[src/rtl/UART_MIKE_pkg.sv]
// Shared UART types, sizes and frame helpers.
package UART_MIKE_pkg;

  localparam int unsigned UART_DATA_SIZE  = 8;
  localparam int unsigned UART_FRAME_SIZE = 4;
  localparam int unsigned UART_FRAME_MAX  = 12;

  typedef enum logic {IDLE, SEND} tx_ctrl_state_e;

  typedef logic [UART_FRAME_MAX-1:0] tx_frame_t;

  // Widths outside 5..8 fall back to a full byte.
  function automatic logic [3:0] eff_width(input logic [3:0] w);
    return (w >= 4'd5 && w <= 4'd8) ? w : 4'd8;
  endfunction

  // Start + data + optional parity + stop bits; w must already be effective.
  function automatic logic [3:0] frame_len(input logic [3:0] w, input logic pen,
                                           input logic stop2);
    return 4'd1 + w + {3'b000, pen} + (stop2 ? 4'd2 : 4'd1);
  endfunction

  // Everything above the data bits is forced to 1, so stop bits and unused
  // positions come for free; parity then overwrites position w+1.
  function automatic tx_frame_t build_frame(input logic [7:0] data, input logic [3:0] w,
                                            input logic pen, input logic podd);
    tx_frame_t  frame;
    logic [7:0] dmask;
    logic       par;
    dmask = 8'hFF >> (4'd8 - w);
    par   = (^(data & dmask)) ^ podd;
    frame = {3'b111, data, 1'b0} | (12'hFFF << (w + 4'd1));
    if (pen) frame[w + 4'd1] = par;
    return frame;
  endfunction

endpackage

[src/rtl/uart_baud_gen.sv]
// Bit-period counter: ticks in the last cycle of every divisor-length period.
module uart_baud_gen #(
  parameter int unsigned DIV_WIDTH = 16
) (
  input  logic                 clk,
  input  logic                 n_rst,
  input  logic [DIV_WIDTH-1:0] div_i,
  input  logic                 clr_i,
  input  logic                 en_i,
  output logic                 tick_o
);

  logic [DIV_WIDTH-1:0] div_eff;
  logic [DIV_WIDTH-1:0] cnt_d, cnt_q;

  // Divisor clamp, end-of-period detect and counter next state.
  always_comb begin
    div_eff = (div_i < DIV_WIDTH'(2)) ? DIV_WIDTH'(2) : div_i;
    tick_o  = en_i && (cnt_q == div_eff - DIV_WIDTH'(1));
    cnt_d   = cnt_q;
    if (clr_i) begin
      cnt_d = '0;
    end else if (en_i) begin
      cnt_d = tick_o ? '0 : cnt_q + DIV_WIDTH'(1);
    end
  end

  // Counter register.
  always_ff @(posedge clk or negedge n_rst) begin
    if (!n_rst) cnt_q <= '0;
    else        cnt_q <= cnt_d;
  end

endmodule

[src/rtl/uart_tx_ctrl.sv]
// UART transmit controller: accepts a byte, latches the frame and sequences its bits.
module uart_tx_ctrl
  import UART_MIKE_pkg::*;
#(
  parameter int unsigned DIV_WIDTH = 16
) (
  input  logic                       clk,
  input  logic                       n_rst,
  input  logic [DIV_WIDTH-1:0]       baud_div,
  input  logic [UART_FRAME_SIZE-1:0] uart_data_width,
  input  logic                       parity_en,
  input  logic                       parity_odd,
  input  logic                       stop2,
  input  logic                       tx_valid,
  input  logic [UART_DATA_SIZE-1:0]  tx_data,
  output logic                       tx_ready,
  output tx_frame_t                  tx_frame,
  output logic [UART_FRAME_SIZE-1:0] tx_index,
  output logic                       tx_shift,
  output logic                       tx,
  output logic                       tx_busy,
  output logic                       tx_done
);

  tx_ctrl_state_e             state_d, state_q;
  tx_frame_t                  frame_d, frame_q;
  logic [UART_FRAME_SIZE-1:0] len_d, len_q;
  logic [UART_FRAME_SIZE-1:0] index_d, index_q;
  logic [DIV_WIDTH-1:0]       div_d, div_q;
  logic                       tx_d, tx_q;
  logic                       done_d, done_q;
  logic [3:0]                 w_eff;
  logic                       baud_clr;
  logic                       baud_tick;

  // The latched divisor is clamped inside the baud generator.
  uart_baud_gen #(
    .DIV_WIDTH (DIV_WIDTH)
  ) u_baud_gen (
    .clk    (clk),
    .n_rst  (n_rst),
    .div_i  (div_q),
    .clr_i  (baud_clr),
    .en_i   (state_q == SEND),
    .tick_o (baud_tick)
  );

  // Next-state logic: accept in IDLE, advance the bit index on each baud tick.
  always_comb begin
    state_d  = state_q;
    frame_d  = frame_q;
    len_d    = len_q;
    index_d  = index_q;
    div_d    = div_q;
    done_d   = 1'b0;
    baud_clr = 1'b0;
    w_eff    = eff_width(uart_data_width);
    case (state_q)
      IDLE: begin
        if (tx_valid) begin
          state_d  = SEND;
          frame_d  = build_frame(tx_data, w_eff, parity_en, parity_odd);
          len_d    = frame_len(w_eff, parity_en, stop2);
          div_d    = baud_div;
          index_d  = '0;
          baud_clr = 1'b1;
        end
      end
      SEND: begin
        if (baud_tick) begin
          if (index_q == len_q - 4'd1) begin
            state_d = IDLE;
            index_d = '0;
            done_d  = 1'b1;
          end else begin
            index_d = index_q + 4'd1;
          end
        end
      end
      default: state_d = IDLE;
    endcase
    // Line is registered from next state so the start bit shows right after accept.
    tx_d = (state_d == SEND) ? frame_d[index_d] : 1'b1;
  end

  // State and datapath registers.
  always_ff @(posedge clk or negedge n_rst) begin
    if (!n_rst) begin
      state_q <= IDLE;
      frame_q <= '1;
      len_q   <= 4'd10;
      index_q <= '0;
      div_q   <= '0;
      tx_q    <= 1'b1;
      done_q  <= 1'b0;
    end else begin
      state_q <= state_d;
      frame_q <= frame_d;
      len_q   <= len_d;
      index_q <= index_d;
      div_q   <= div_d;
      tx_q    <= tx_d;
      done_q  <= done_d;
    end
  end

  // Output mapping.
  always_comb begin
    tx_ready = (state_q == IDLE);
    tx_busy  = (state_q == SEND);
    tx_shift = (state_q == SEND) && baud_tick;
    tx_frame = frame_q;
    tx_index = index_q;
    tx       = tx_q;
    tx_done  = done_q;
  end

endmodule

[config.mk]
export PLATFORM = sky130hd
export DESIGN_NAME = uart_tx_ctrl
export DESIGN_NICKNAME = d
export VERILOG_FILES = /design/src/rtl/UART_MIKE_pkg.sv /design/src/rtl/uart_baud_gen.sv /design/src/rtl/uart_tx_ctrl.sv
export SDC_FILE = /design/constraint.sdc
export NUM_CORES = 1
export LEC_CHECK = 0
export CAP_MARGIN = 20
export CORE_MARGIN = 2
export CORE_UTILIZATION = 42
export CTS_BUF_LIST = sky130_fd_sc_hd__clkbuf_4 sky130_fd_sc_hd__clkbuf_8 sky130_fd_sc_hd__clkbuf_16
export CTS_CLUSTER_DIAMETER = 60
export CTS_CLUSTER_SIZE = 12
export DETAILED_ROUTE_END_ITERATION = 7
export MAX_ROUTING_LAYER = met4
export PLACE_DENSITY = 0.65
export SYNTH_ARGS = -nofsm -noshare
export SYNTH_HDL_FRONTEND = slang
export SYNTH_HIERARCHICAL = 1
export SYNTH_SLANG_ARGS = --single-unit
[constraint.sdc]
create_clock -name clk -period 5.6 [get_ports clk]
set_input_delay 1.12 -clock clk [delete_from_list [all_inputs] [get_ports clk]]
set_output_delay 1.12 -clock clk [all_outputs]
set_load 0.01 [all_outputs]
==> results.sh, run 1 <==
export IMPL_synth_most_common_cell="nand2_1"
export IMPL_synthToLayoutAreaGrowth_pct=20.9
export IMPL_synth_top_area_share_pct=25.2
export IMPL_htree_levels=2
export IMPL_final_nets=564
export IMPL_fmax_ghz=0.198
export IMPL_synthesis_instances=462
export IMPL_min_period_ps=5040
export IMPL_synth_ff_type="dfrtp_1"
export IMPL_regToRegStartpoint="div_q[11]$_DFFE_PN0P_"
export IMPL_synth_nets=511
export IMPL_hold_viol_final=0
export IMPL_p_per_area_mw_per_mm2=298
export IMPL_setup_ws_ps=562
export IMPL_slew_headroom_pct=37.4
export IMPL_path_max_fanout=6
export IMPL_yosys_warnings=6
export IMPL_drc=0
export IMPL_routabilityCongestion=0.908
export IMPL_synth_seq_cells=55
export IMPL_dieHeight_um=101
export IMPL_p_leak_nw=2.05
export IMPL_worstMarginPinSlew_ps=933
export IMPL_ys_types=71
export IMPL_dp_hpwl_mm=7.75
export IMPL_cts_tree="built"
export IMPL_drt_wirelength_per_cell_um=16.9
export IMPL_finalMaxSlewViolations=0
export IMPL_cp_cell_sequence="or4_4 > nor4_4 > nand2b_1 > ha_1 > nor4b_4 > buf_4 > nand3b_1 > a2111oi_4 > nor2_1 > nor4_2 > o211a_1 > nand2_1 > inv_2 > dlymetal6s2s_1"
export IMPL_start_util_pct=43.2
export IMPL_async_reset_ff_share_pct=100
export IMPL_slowest_stage="or4_4"
export IMPL_post_place_ws_ps=358
export IMPL_drive_gt1_share_pct=11.8
export IMPL_peakVddDrop_uv=146
export IMPL_grt_use_total_pct=22.9
export IMPL_cts_root_buf="clkbuf_8"
export IMPL_cts_sinks=55
export IMPL_ios=55
export IMPL_avgSynthCellArea_um2=8.60
export IMPL_min_delay_start="tx_frame[5]$_DFF_PN1_"
export IMPL_overflow=0
export IMPL_synth_seq_area_share_pct=35.1
export IMPL_cp_top_family="simple AND/OR/NAND/NOR gates"
export IMPL_grt_max_degree=56
export IMPL_slowest_delay_ps=550
export IMPL_rsz0062_at_grt="false"
export IMPL_numPortBuffers=54
export IMPL_finClkSkew_ps=10.2
export IMPL_startpoint="div_q[11]$_DFFE_PN0P_"
export IMPL_numCtsBuffers=5
export IMPL_period_share_pct=90.0
export IMPL_synth_top_area_cell="dfrtp_1"
export IMPL_diodes=0
export IMPL_clk_path_buf_depth=2
export IMPL_start_kind="flop"
export IMPL_status="finished clean"
export IMPL_die_area_mm2=0.0103
export IMPL_path_buf_inv=3
export IMPL_criticalPathCategory="flop to output port"
export IMPL_first_pass_iters=4
export IMPL_worstPathArrival_ps=3920
export IMPL_critical_path_required_ps=4480
export IMPL_synth_edff_count=0
export IMPL_wl_mm=10.6
export IMPL_tns_ps=0
export IMPL_vias=3575
export IMPL_core_area_mm2=0.00920
export IMPL_critPathCaptureType="output port"
export IMPL_ctsHoldBuffers=0
export IMPL_synth_common_cells="86 x nand2_1, 40 x dfrtp_1, 37 x nor2_1"
export IMPL_grt_pass1_vias=3726
export IMPL_syn_area_mm2=0.00397
export IMPL_clkTransAtPathRegs_ps=110
export IMPL_rows=35
export IMPL_cap_violations=0
export IMPL_yosys_top_cells_area="dfrtp_1 25%, dfstp_2 9.9%, nand2_1 8.1%"
export IMPL_post_drt_via_cell_ratio=5.70
export IMPL_finalSetupViolCount=0
export IMPL_grt_pass1_wl_mm=17.8
export IMPL_clk_latency_ps=330
export IMPL_antenna_found_initial=0
export IMPL_drt_iter0_drc=115
export IMPL_hold_path_class="flop to flop"
export IMPL_fillers=892
export IMPL_drtAntennaViolNets=0
export IMPL_die_w_um=101
==> metrics by stage <==
step / instances / util (%) / cell area (µm²) / hold slack [ps] / total power, mW
2_1_floorplan: 462 / - / 3970 / 444 / 0.979
3_3_place_gp: 617 / 50.3 / 4630 / 468 / 1.16
3_5_place_dp: 617 / 50.3 / 4630 / 479 / 1.16
4_1_cts: 625 / 51.7 / 4750 / 498 / 1.43
5_1_grt: 627 / 52.2 / 4800 / 521 / 1.54
6_report: 627 / 52.2 / 4800 / 493 / 1.43
==> layer usage <==
layer  GRT usage, %  routed length [µm]
met5              -                   0
met4           8.21                 291
met3           3.24                 355
met1           26.8                4490
met2           39.9                5480
==> final timing paths <==
kind | end | slack (ps) | depth (start not counted)
setup / recovery | tx_shift | 560 | 14
hold / removal | tx_frame[5]$_DFF_PN1_ | 490 | 2
setup reg to reg | tx$_DFF_PN1_ | 920 | 18
hold reg to reg | tx_frame[5]$_DFF_PN1_ | 490 | 2
max in group asynchronous | div_q[12]$_DFFE_PN0P_ | 4190 | 2
min in group asynchronous | div_q[2]$_DFFE_PN0P_ | 910 | 2
==> state kept, by name, indices dropped and copies added, names as in the netlist <==
register          cells
u_baud_gen/cnt_q     16
tx_done               1
tx                    1
tx_index              4
div_q                16
len_q                 4
tx_frame             12
tx_busy               1
==> final cells by class <==
| type | count | area, µm² | share of cell area (%) |
|---|---|---|---|
| Clock buffer | 6 | 93.8 | 1.95 |
| Tap cell | 111 | 139 | 2.89 |
| Clock inverter | 2 | 13.8 | 0.286 |
| Sequential cell | 55 | 1400 | 29.1 |
| Timing Repair Buffer | 64 | 613 | 12.8 |
| Multi-Input combinational cell | 369 | 2470 | 51.4 |
| Inverter | 20 | 75.1 | 1.56 |
==> power breakdown <==
group / internal, mW / leakage, nW / switching (mW)
Sequential: 0.480 / 0.644 / 0.122
Combinational: 0.271 / 1.35 / 0.301
Clock: 0.116 / 0.0563 / 0.144
==> worst reg2reg max path: stages, from the launching register on <==
cell       delay (ps)
dfrtp_2           450
or4_4             550
nor4_4            330
nand2b_1          150
ha_1              220
nor4b_4           230
buf_4             180
nand3b_1          130
a2111oi_4         330
nor2_1             90
nor4_2            270
o211a_1           240
nand2_1           110
inv_2             120
nor2_1            110
a22o_4            350
a311o_1           300
a211o_1           310
o311ai_1           90
==> cells in the final DEF (no fill, tap or decap), drive strengths merged, types with 14 or more instances in the layout <==
master,netlist,final
nand2,86,86
clkdlybuf4s50,0,52
dfrtp,40,40
nor2,38,38
xnor2,25,25
xor2,21,21
inv,20,20
a211oi,16,16
a21oi,16,16
dfstp,15,15
nand4,14,14
o21ai,14,14
==> repair_timing <==
item / 4_1_cts / 5_1_grt
gates resized for setup: 2 / 11
gates cloned: 0 / 0
setup buffers: 0 / 2
pin swaps: 0 / 4
endpoints found under the setup margin: 1 / 1
==> kinds of logic after synthesis <==
kind of cell / Yosys count / synth area share, %
AO/OA/AOI/OAI: 88 / 17.0
flip-flops: 55 / 35.1
multiplexers: 7 / 1.79
XOR/XNOR: 46 / 10.3
adder cells (fa/ha/maj): 15 / 5.10
buffers and inverters: 38 / 3.90
AND/OR/NAND/NOR: 213 / 26.8
No activity file was read; power rests on OpenSTA's default activity.
==> run 2: changes to the inputs <==
CORE_ASPECT_RATIO = 1.5   (was not set)
==> run 2 against run 1 <==
Sequential power barely moved. Clock skew is 5.8 ps lower. Via count grew 1.1%. Global-route usage grew 0.81 points. Fmax is 6.2% lower. Clock power increased by 18%. First-iteration DRC count rose by 90%. Worst hold slack got worse by 11 ps. Worst setup slack worse by 340 ps. Cell count stayed put. Critical endpoint unchanged.
==> results.sh, run 2 (synthesis gave the netlist of run 1 again) <==
export IMPL_first_pass_iters=5
export IMPL_mostFrequentLayoutCell="nand2_1"
export IMPL_design_area_mm2=0.00480
export IMPL_rsz0062_at_grt="false"
export IMPL_dieHeight_um=123
export IMPL_status="finished clean"
export IMPL_core_area_mm2=0.00925
export IMPL_hold_path_class="flop to flop"
export IMPL_slew_headroom_pct=32.5
export IMPL_critical_path_required_ps=4480
export IMPL_worstMarginPinSlew_ps=1000
export IMPL_cts_sinks=55
export IMPL_p_leak_nw=2.03
export IMPL_ios=55
export IMPL_overflow=0
export IMPL_routabilityCongestion=0.980
export IMPL_diodes=0
export IMPL_placed_area_mm2=0.00463
export IMPL_path_max_fanout=6
export IMPL_cp_cell_sequence="or4_4 > nor4_4 > nand2b_1 > ha_1 > nor4b_1 > buf_4 > mux2i_1 > o22ai_1 > nand4_1 > nor4_1 > o211a_1 > nand2_1 > inv_2 > clkdlybuf4s50_1"
export IMPL_power_mw=1.49
export IMPL_peakVddDrop_uv=174
export IMPL_finClkSkew_ps=4.39
export IMPL_fmax_ghz=0.186
export IMPL_critPathCaptureType="output port"
export IMPL_tns_ps=0
export IMPL_worstPathArrival_ps=4250
export IMPL_htree_levels=2
export IMPL_antenna_found_initial=0
export IMPL_cts_root_buf="clkbuf_16"
export IMPL_drt_iter0_drc=218
export IMPL_drive_gt1_share_pct=10.5
export IMPL_grt_pass1_wl_mm=18.2
export IMPL_drt_wirelength_per_cell_um=18.3
export IMPL_clkTransAtPathRegs_ps=70
export IMPL_drc=0
export IMPL_finalSetupViolCount=0
export IMPL_rows=43
export IMPL_grt_pass1_vias=3585
export IMPL_min_period_ps=5370
export IMPL_die_area_mm2=0.0103
export IMPL_slowest_stage="or4_4"
export IMPL_numPortBuffers=54
export IMPL_clk_latency_ps=290
export IMPL_p_per_area_mw_per_mm2=311
export IMPL_start_util_pct=42.9
export IMPL_cap_violations=0
export IMPL_dp_hpwl_mm=9.06
export IMPL_final_nets=563
export IMPL_regToRegStartpoint="div_q[4]$_DFFE_PN0P_"
export IMPL_period_share_pct=96.0
export IMPL_drtAntennaViolNets=0
export IMPL_finalMaxSlewViolations=0
export IMPL_fillers=921
export IMPL_slowest_delay_ps=610
export IMPL_die_w_um=83.4
export IMPL_vias=3616
export IMPL_min_delay_start="len_q[3]$_DFFE_PN1P_"
export IMPL_numCtsBuffers=5
export IMPL_wl_mm=11.5
export IMPL_start_kind="flop"
export IMPL_grt_use_total_pct=23.7
export IMPL_hold_viol_final=0
export IMPL_startpoint="div_q[4]$_DFFE_PN0P_"
export IMPL_final_cell_mix="86 x nand2_1, 53 x clkdlybuf4s50_1, 40 x dfrtp_1, 37 x nor2_1, 24 x xnor2_1"
export IMPL_ctsHoldBuffers=0
export IMPL_synthToLayoutAreaGrowth_pct=20.8
export IMPL_cts_tree="built"
export IMPL_grt_max_degree=56
export IMPL_post_drt_via_cell_ratio=5.77
export IMPL_criticalPathCategory="flop to output port"
export IMPL_clk_path_buf_depth=2
==> run 2: cell count changes in the layout (fill, tap and decap cells not counted), moves of 2 or more <==
cell	delta
clkbuf_8	-5
clkbuf_16	+4
dfrtp_1	+3
dfrtp_2	-3
nor4_1	+2
nor4_2	-2
==> run 2: path summary, 6_finish.rpt <==
| path | end | slack, ps | cells after the start |
|---|---|---|---|
| setup / recovery | tx_shift | 230 | 14 |
| hold / removal | len_q[3]$_DFFE_PN1P_ | 480 | 2 |
| setup reg to reg | tx$_DFF_PN1_ | 940 | 19 |
| hold reg to reg | len_q[3]$_DFFE_PN1P_ | 480 | 2 |
| max in group asynchronous | div_q[5]$_DFFE_PN0P_ | 4190 | 2 |
| min in group asynchronous | u_baud_gen/cnt_q[12]$_DFFE_PN0P_ | 940 | 2 |
==> run 2: final cells by class <==
| class | instances | area [µm²] | area share [%] |
|---|---|---|---|
| multi-input combinational | 369 | 2440 | 50.9 |
| sequential | 55 | 1400 | 29.1 |
| timing repair buffer | 63 | 603 | 12.6 |
| tap | 112 | 140 | 2.92 |
| clock buffer | 6 | 133 | 2.76 |
| inverter | 20 | 75.1 | 1.56 |
| clock inverter | 2 | 12.5 | 0.261 |
==> run 2: report_power, final <==
group          internal [mW]  switching (mW)  total (mW)
logic                  0.268           0.318       0.586
registers              0.480           0.120       0.600
clock network          0.170           0.138       0.308
==> run 2: critical path, delay by kind of cell, from the launching register on <==
family / cells / cell delay (ps)
AND/OR/NAND/NOR: 7 / 1990
buffers and inverters: 3 / 890
adder cells (fa/ha/maj): 1 / 200
multiplexers: 1 / 70
AO/OA/AOI/OAI: 2 / 410
flip-flops: 1 / 410
==> run 2: metrics by stage <==
step                      util (%)  cells  setup WS, ps  hold WS (ps)
after floorplan                  -    462           986           444
after global placement        50.0    618           391           473
after detailed placement      50.0    618           307           479
after CTS                     51.7    626          12.8           489
after global routing          51.9    627          6.63           502
final                         51.9    627           226           482
==> run 2: metal layers <==
layer  track usage [%]  part of all wire (%)  vias to the layer above
met5                 -                     0                        -
met1              22.2                    35                     1702
li1                  -                     -                     1756
met2              45.2                    55                      116
met3              2.34                   2.7                       42
met4              16.5                   7.0                        0
==> run 2: what timing repair did <==
| action | 4_1_cts | 5_1_grt |
|---|---|---|
| endpoints found under the setup margin | 1 | 1 |
| pin swaps | 0 | 1 |
| endpoints found under the hold margin | 0 | 0 |
| gates resized for setup | 1 | 4 |
| setup buffers | 0 | 1 |
==> run 3: changes to the inputs <==
CTS_CLUSTER_SIZE = 20   (was 12)
==> results of run 3 <==
No change in the layout: final DEF, timing and power equal those of run 2.
==> edit 1: new RTL, config.mk and constraints of run 1 <==
`DIV_WIDTH` is set to 16 in 2 places; all go to 32.
--- a/src/rtl/uart_baud_gen.sv
+++ b/src/rtl/uart_baud_gen.sv
@@ -1,6 +1,6 @@
 // Bit-period counter: ticks in the last cycle of every divisor-length period.
 module uart_baud_gen #(
-  parameter int unsigned DIV_WIDTH = 16
+  parameter int unsigned DIV_WIDTH = 32
 ) (
   input  logic                 clk,
   input  logic                 n_rst,
--- a/src/rtl/uart_tx_ctrl.sv
+++ b/src/rtl/uart_tx_ctrl.sv
@@ -2,7 +2,7 @@
 module uart_tx_ctrl
   import UART_MIKE_pkg::*;
 #(
-  parameter int unsigned DIV_WIDTH = 16
+  parameter int unsigned DIV_WIDTH = 32
 ) (
   input  logic                       clk,
   input  logic                       n_rst,
Ports: changed (resized baud_div); port bits go from 55 to 71. No check against the original RTL was run, so the function may have changed too.
==> edit 1 against run 1 <==
- the run now ends with negative setup slack left
- global-route usage is 1.2 points higher
- count of clock-buffer cells in the layout is 4 higher
- synthesized cell count is 58% higher
- design area is 65% higher
- area after synthesis is 56% higher
- sequential power is 28% higher
- sequential share of layout area is 1.5 points lower
- worst setup slack worse by 0.76 ns
- total power is 35% higher
- sequential cell count is 32 higher
- core utilization is 2.7 points higher
- die area is 54% higher
- routed wire length is 66% higher
- critical path type unchanged
- critical endpoint unchanged
- largest power group unchanged
==> edit 1: results <==
[layout]
diodes = 0
drive_gt1_frac = 0.179
fin_nets = 928

[worst_setup_path]
crit_arrival_ns = 4.68
path_max_fanout = 4
reg2reg_slack_ns = -0.01
crit_family = simple AND/OR/NAND/NOR gates
crit_path_top_delay_cell = or4b_4
cpPeakStageDelay_ns = 0.53

[placement]
io_buffers = 70
post_dp_cell_area_um2 = 7460
hpwl_um = 13400
place_inst = 1018
dp_slack_ns = -0.441
gp_routability_congestion = 0.920

[logic_synthesis]
yosysSeqAreaShare = 0.354
synth-adder-area-share = 0.0327
synthXorXnorAreaFrac = 0.0841
synth_area_leaders = dfrtp_1 29%, nand2_1 9.8%, dfstp_2 6.4%
synthFlopType = dfrtp_1
synthCells = 730
synth_common_cells = 162 x nand2_1, 72 x dfrtp_1, 45 x nor2_1
synth_compound_area_frac = 0.171
synth_nets = 795
ys_types = 91
async_reset_ff_frac = 1.00
synth_mux_area_frac = 0.0236

[routing]
wirelength_um = 17600
drtIter0Drc = 386
vias = 5968
routedWlPerCell_um = 16.7
firstDrtPassIters = 5

[grt]
antenna_found_initial = 0
grt_pass1_wl_um = 29900
grt_pass1_vias = 6047
grt_use_total = 0.240
grt_max_degree = 55

[power_and_ir_drop]
p_leak_nw = 3.50
switching_share = 0.324
vdd.ir_drop.worst_mv = 0.133

[status]
failed_checks = negative setup slack
status = finished with violations

[sta]
fin_worst_hold_slack_ns = 0.483
finalSetupViolCount = 2
final.setup_skew_ns = 0.00826
relSlewSlack = 0.328
finalSetupTns_ns = -0.207
worst_slack_ns = -0.195

[cts]
clock_latency_ns = 0.35
clk_pin_slew_ns = 0.07
cts_buffers = 9
htreeDepth = 3
ctsRootBufferMaster = clkbuf_16

[min_path]
hold_class = flop to flop
edit 1: cell types whose count changed in the layout (fill, tap and decap cells not counted), moves of 16 or more:
cell | before | now
nand2_1 | 86 | 160
buf_4 | 10 | 78
dfrtp_1 | 37 | 71
clkdlybuf4s50_1 | 52 | 68
o21ai_1 | 1 | 17
edit 1: cells by family after synthesis:
| logic type | count (synthesis) |
|---|---|
| simple gates | 361 |
| mux | 14 |
| buf+inv | 54 |
| flops | 87 |
| fa+ha+maj | 15 |
| xor+xnor | 58 |
| compound gates | 141 |
edit 1: area by class of cell:
cell class | instances | area (um^2)
Clock buffer | 10 | 233
Clock inverter | 6 | 45.0
Fill cell | 1313 | 6530
Inverter | 26 | 97.6
Multi-Input combinational cell | 589 | 3840
Sequential cell | 87 | 2200
Tap cell | 184 | 230
Timing Repair Buffer | 150 | 1310
edit 1: power by group through the flow:
stage	combinational [mW]	clock (mW)	sequential [mW]
3_5_place_dp	0.565	0	0.779
2_1_floorplan	0.357	0	0.768
4_1_cts	0.593	0.587	0.771
5_1_grt	0.656	0.618	0.781
6_report	0.597	0.569	0.773
3_3_place_gp	0.554	0	0.776
edit 1: worst paths after layout:
kind                                  start                   end  cells after the start
worst max register to register    div_q[26]                    tx                     21
min in group asynchronous             n_rst  u_baud_gen/cnt_q[25]                      1
worst min-delay path            tx_frame[6]           tx_frame[6]                      2
worst min register to register  tx_frame[6]           tx_frame[6]                      2
worst max-delay path              div_q[26]              tx_shift                     16
max in group asynchronous             n_rst             div_q[18]                      2
edit 1: what timing repair did:
item | CTS | global route
endpoints found under the setup margin | 2 | 3
pin swaps | 22 | 5
buffers inserted | 18 | 2
resized for setup | 22 | 2
edit 1: per-layer routing:
metal	global-route usage	part of all wire
met5	-	0
met4	0.0948	0.028
met3	0.0407	0.055
met2	0.396	0.49
met1	0.295	0.42
==> edit 2: new RTL, settings of run 1 <==
Without the edit above. Put a register stage on the output `tx`. The value now appears one clock later. The other outputs are not delayed to match.
--- a/src/rtl/uart_tx_ctrl.sv
+++ b/src/rtl/uart_tx_ctrl.sv
@@ -21,6 +21,8 @@
   output logic                       tx_busy,
   output logic                       tx_done
 );
+
+  logic tx_c;
 
   tx_ctrl_state_e             state_d, state_q;
   tx_frame_t                  frame_d, frame_q;
@@ -111,8 +113,12 @@
     tx_shift = (state_q == SEND) && baud_tick;
     tx_frame = frame_q;
     tx_index = index_q;
-    tx       = tx_q;
+    tx_c     = tx_q;
     tx_done  = done_q;
+  end
+
+  always_ff @(posedge clk) begin
+    tx <= tx_c;
   end
 
 endmodule
Behaviour: not the same (a bounded check fails within 4 cycles, from zero or initial values and one cycle with n_rst low).
==> edit 2 against run 1 <==
- design area down 0.29%
- worst setup slack worse by 0.39 ns
- area after synthesis up 0.28%
- register-to-register slack worse by 0.20 ns
- critical path depth unchanged
- worst hold slack worse by 0.092 ns
- total power down 0.30%
- routed wire length up 3.8%
- sequential cell count up 1
- critical endpoint unchanged
- largest power group unchanged
==> edit 2: results <==
[status]
status = completed

[routing]
wl_met2_um = 4950
wl_met3_um = 616
vias = 3638
drtIter0Drc = 201
firstDrtPassIters = 5

[worst_setup_path]
cpPeakStageDelay_ns = 0.67
crit_path_top_delay_cell = or4_1
regToRegEndpoint = tx_c
reg2reg_slack_ns = 0.72
regToRegStartpoint = div_q[8]
crit_arrival_ns = 4.31

[logic_synthesis]
synth_nets = 508
async_reset_ff_frac = 0.982
ys_types = 70
synth_area_leaders = dfrtp_1 25%, dfstp_2 9.9%, nand2_1 8.6%
yosysSeqAreaShare = 0.355
synth_common_cells = 91 x nand2_1, 40 x dfrtp_1, 32 x nor2_1

[grt]
grt_pass1_wl_um = 18300
grt_max_degree = 56
grt_pass1_vias = 3445
grt_use_total = 0.232

[sta]
final.setup_skew_ns = 0.0127
relSlewSlack = 0.345

[placement]
place_inst = 630
gp_routability_congestion = 0.943
hpwl_um = 8240

[power_and_ir_drop]
p_leak_nw = 2.00
vdd.ir_drop.worst_mv = 0.130

[layout]
drive_gt1_frac = 0.102
fin_nets = 560

[min_path]
worstHoldEndpoint = tx
hp-start = tx_c
edit 2: changes by cell type after synthesis, sizes merged, moves of 3 or more:
cell and change:
a211oi +3, o221ai +3, o21ai +3, nor3 -7
xnor2 -4, nor2 -6, nand2 +5
edit 2: cell type report:
class	instances	area share
inverter	18	0.0141
sequential	56	0.296
clock buffer	5	0.0144
timing repair buffer	62	0.124
clock inverter	3	0.00496
tap	129	0.0337
multi-input combinational	368	0.513
edit 2: power breakdown:
part | internal [mW] | leakage, nW | switching [mW]
clock network | 0.0890 | 0.0404 | 0.137
logic | 0.272 | 1.30 | 0.311
registers | 0.490 | 0.655 | 0.131
edit 2: metal layers:
metal | track usage | vias to the layer above
met2 | 0.353 | 118
li1 | - | 1756
met1 | 0.341 | 1758
met3 | 0.0228 | 6
met5 | - | -
met4 | 0.0385 | 0
edit 2: logic make-up (layout without fill, tap and decap cells):
| kind of cell | after synthesis | in the layout | synth area share |
|---|---|---|---|
| flip-flops | 56 | 56 | 0.355 |
| buffers and inverters | 35 | 88 | 0.0358 |
| adder cells (fa/ha/maj) | 15 | 15 | 0.0509 |
| multiplexers | 6 | 6 | 0.0151 |
| XOR/XNOR | 42 | 42 | 0.0958 |
| AND/OR/NAND/NOR | 206 | 206 | 0.261 |
| AO/OA/AOI/OAI | 99 | 99 | 0.186 |
edit 2: worst max path at each step:
stage,slack [ns],startpoint,endpoint,depth (start not counted)
floorplan,0.95,div_q[12],tx_c,18
CTS,0.08,div_q[12],tx_shift,14
global placement,0.41,div_q[12],tx_shift,14
global route,-0.02,div_q[2],tx_shift,14
detailed placement,0.31,div_q[12],tx_shift,14
finish,0.17,div_q[8],tx_shift,14
edit 2: timing repair:
| item | CTS | global route |
|---|---|---|
| buffers inserted | 1 | 2 |
| setup endpoints to repair | 1 | 1 |
| resized for setup | 2 | 4 |
| pin swaps | 0 | 2 |
edit 2: metrics by stage:
step	hold slack [ns]	cell area [um^2]	setup slack (ns)	setup TNS [ns]	total power, mW
finish	0.401	4790	0.168	0	1.43
global route	0.407	4790	-0.0183	-0.0183	1.52
CTS	0.403	4760	0.0754	0	1.43
detailed placement	0.389	4640	0.310	0	1.19
global placement	0.387	4640	0.414	0	1.18
floorplan	0.386	3990	0.949	0	0.998
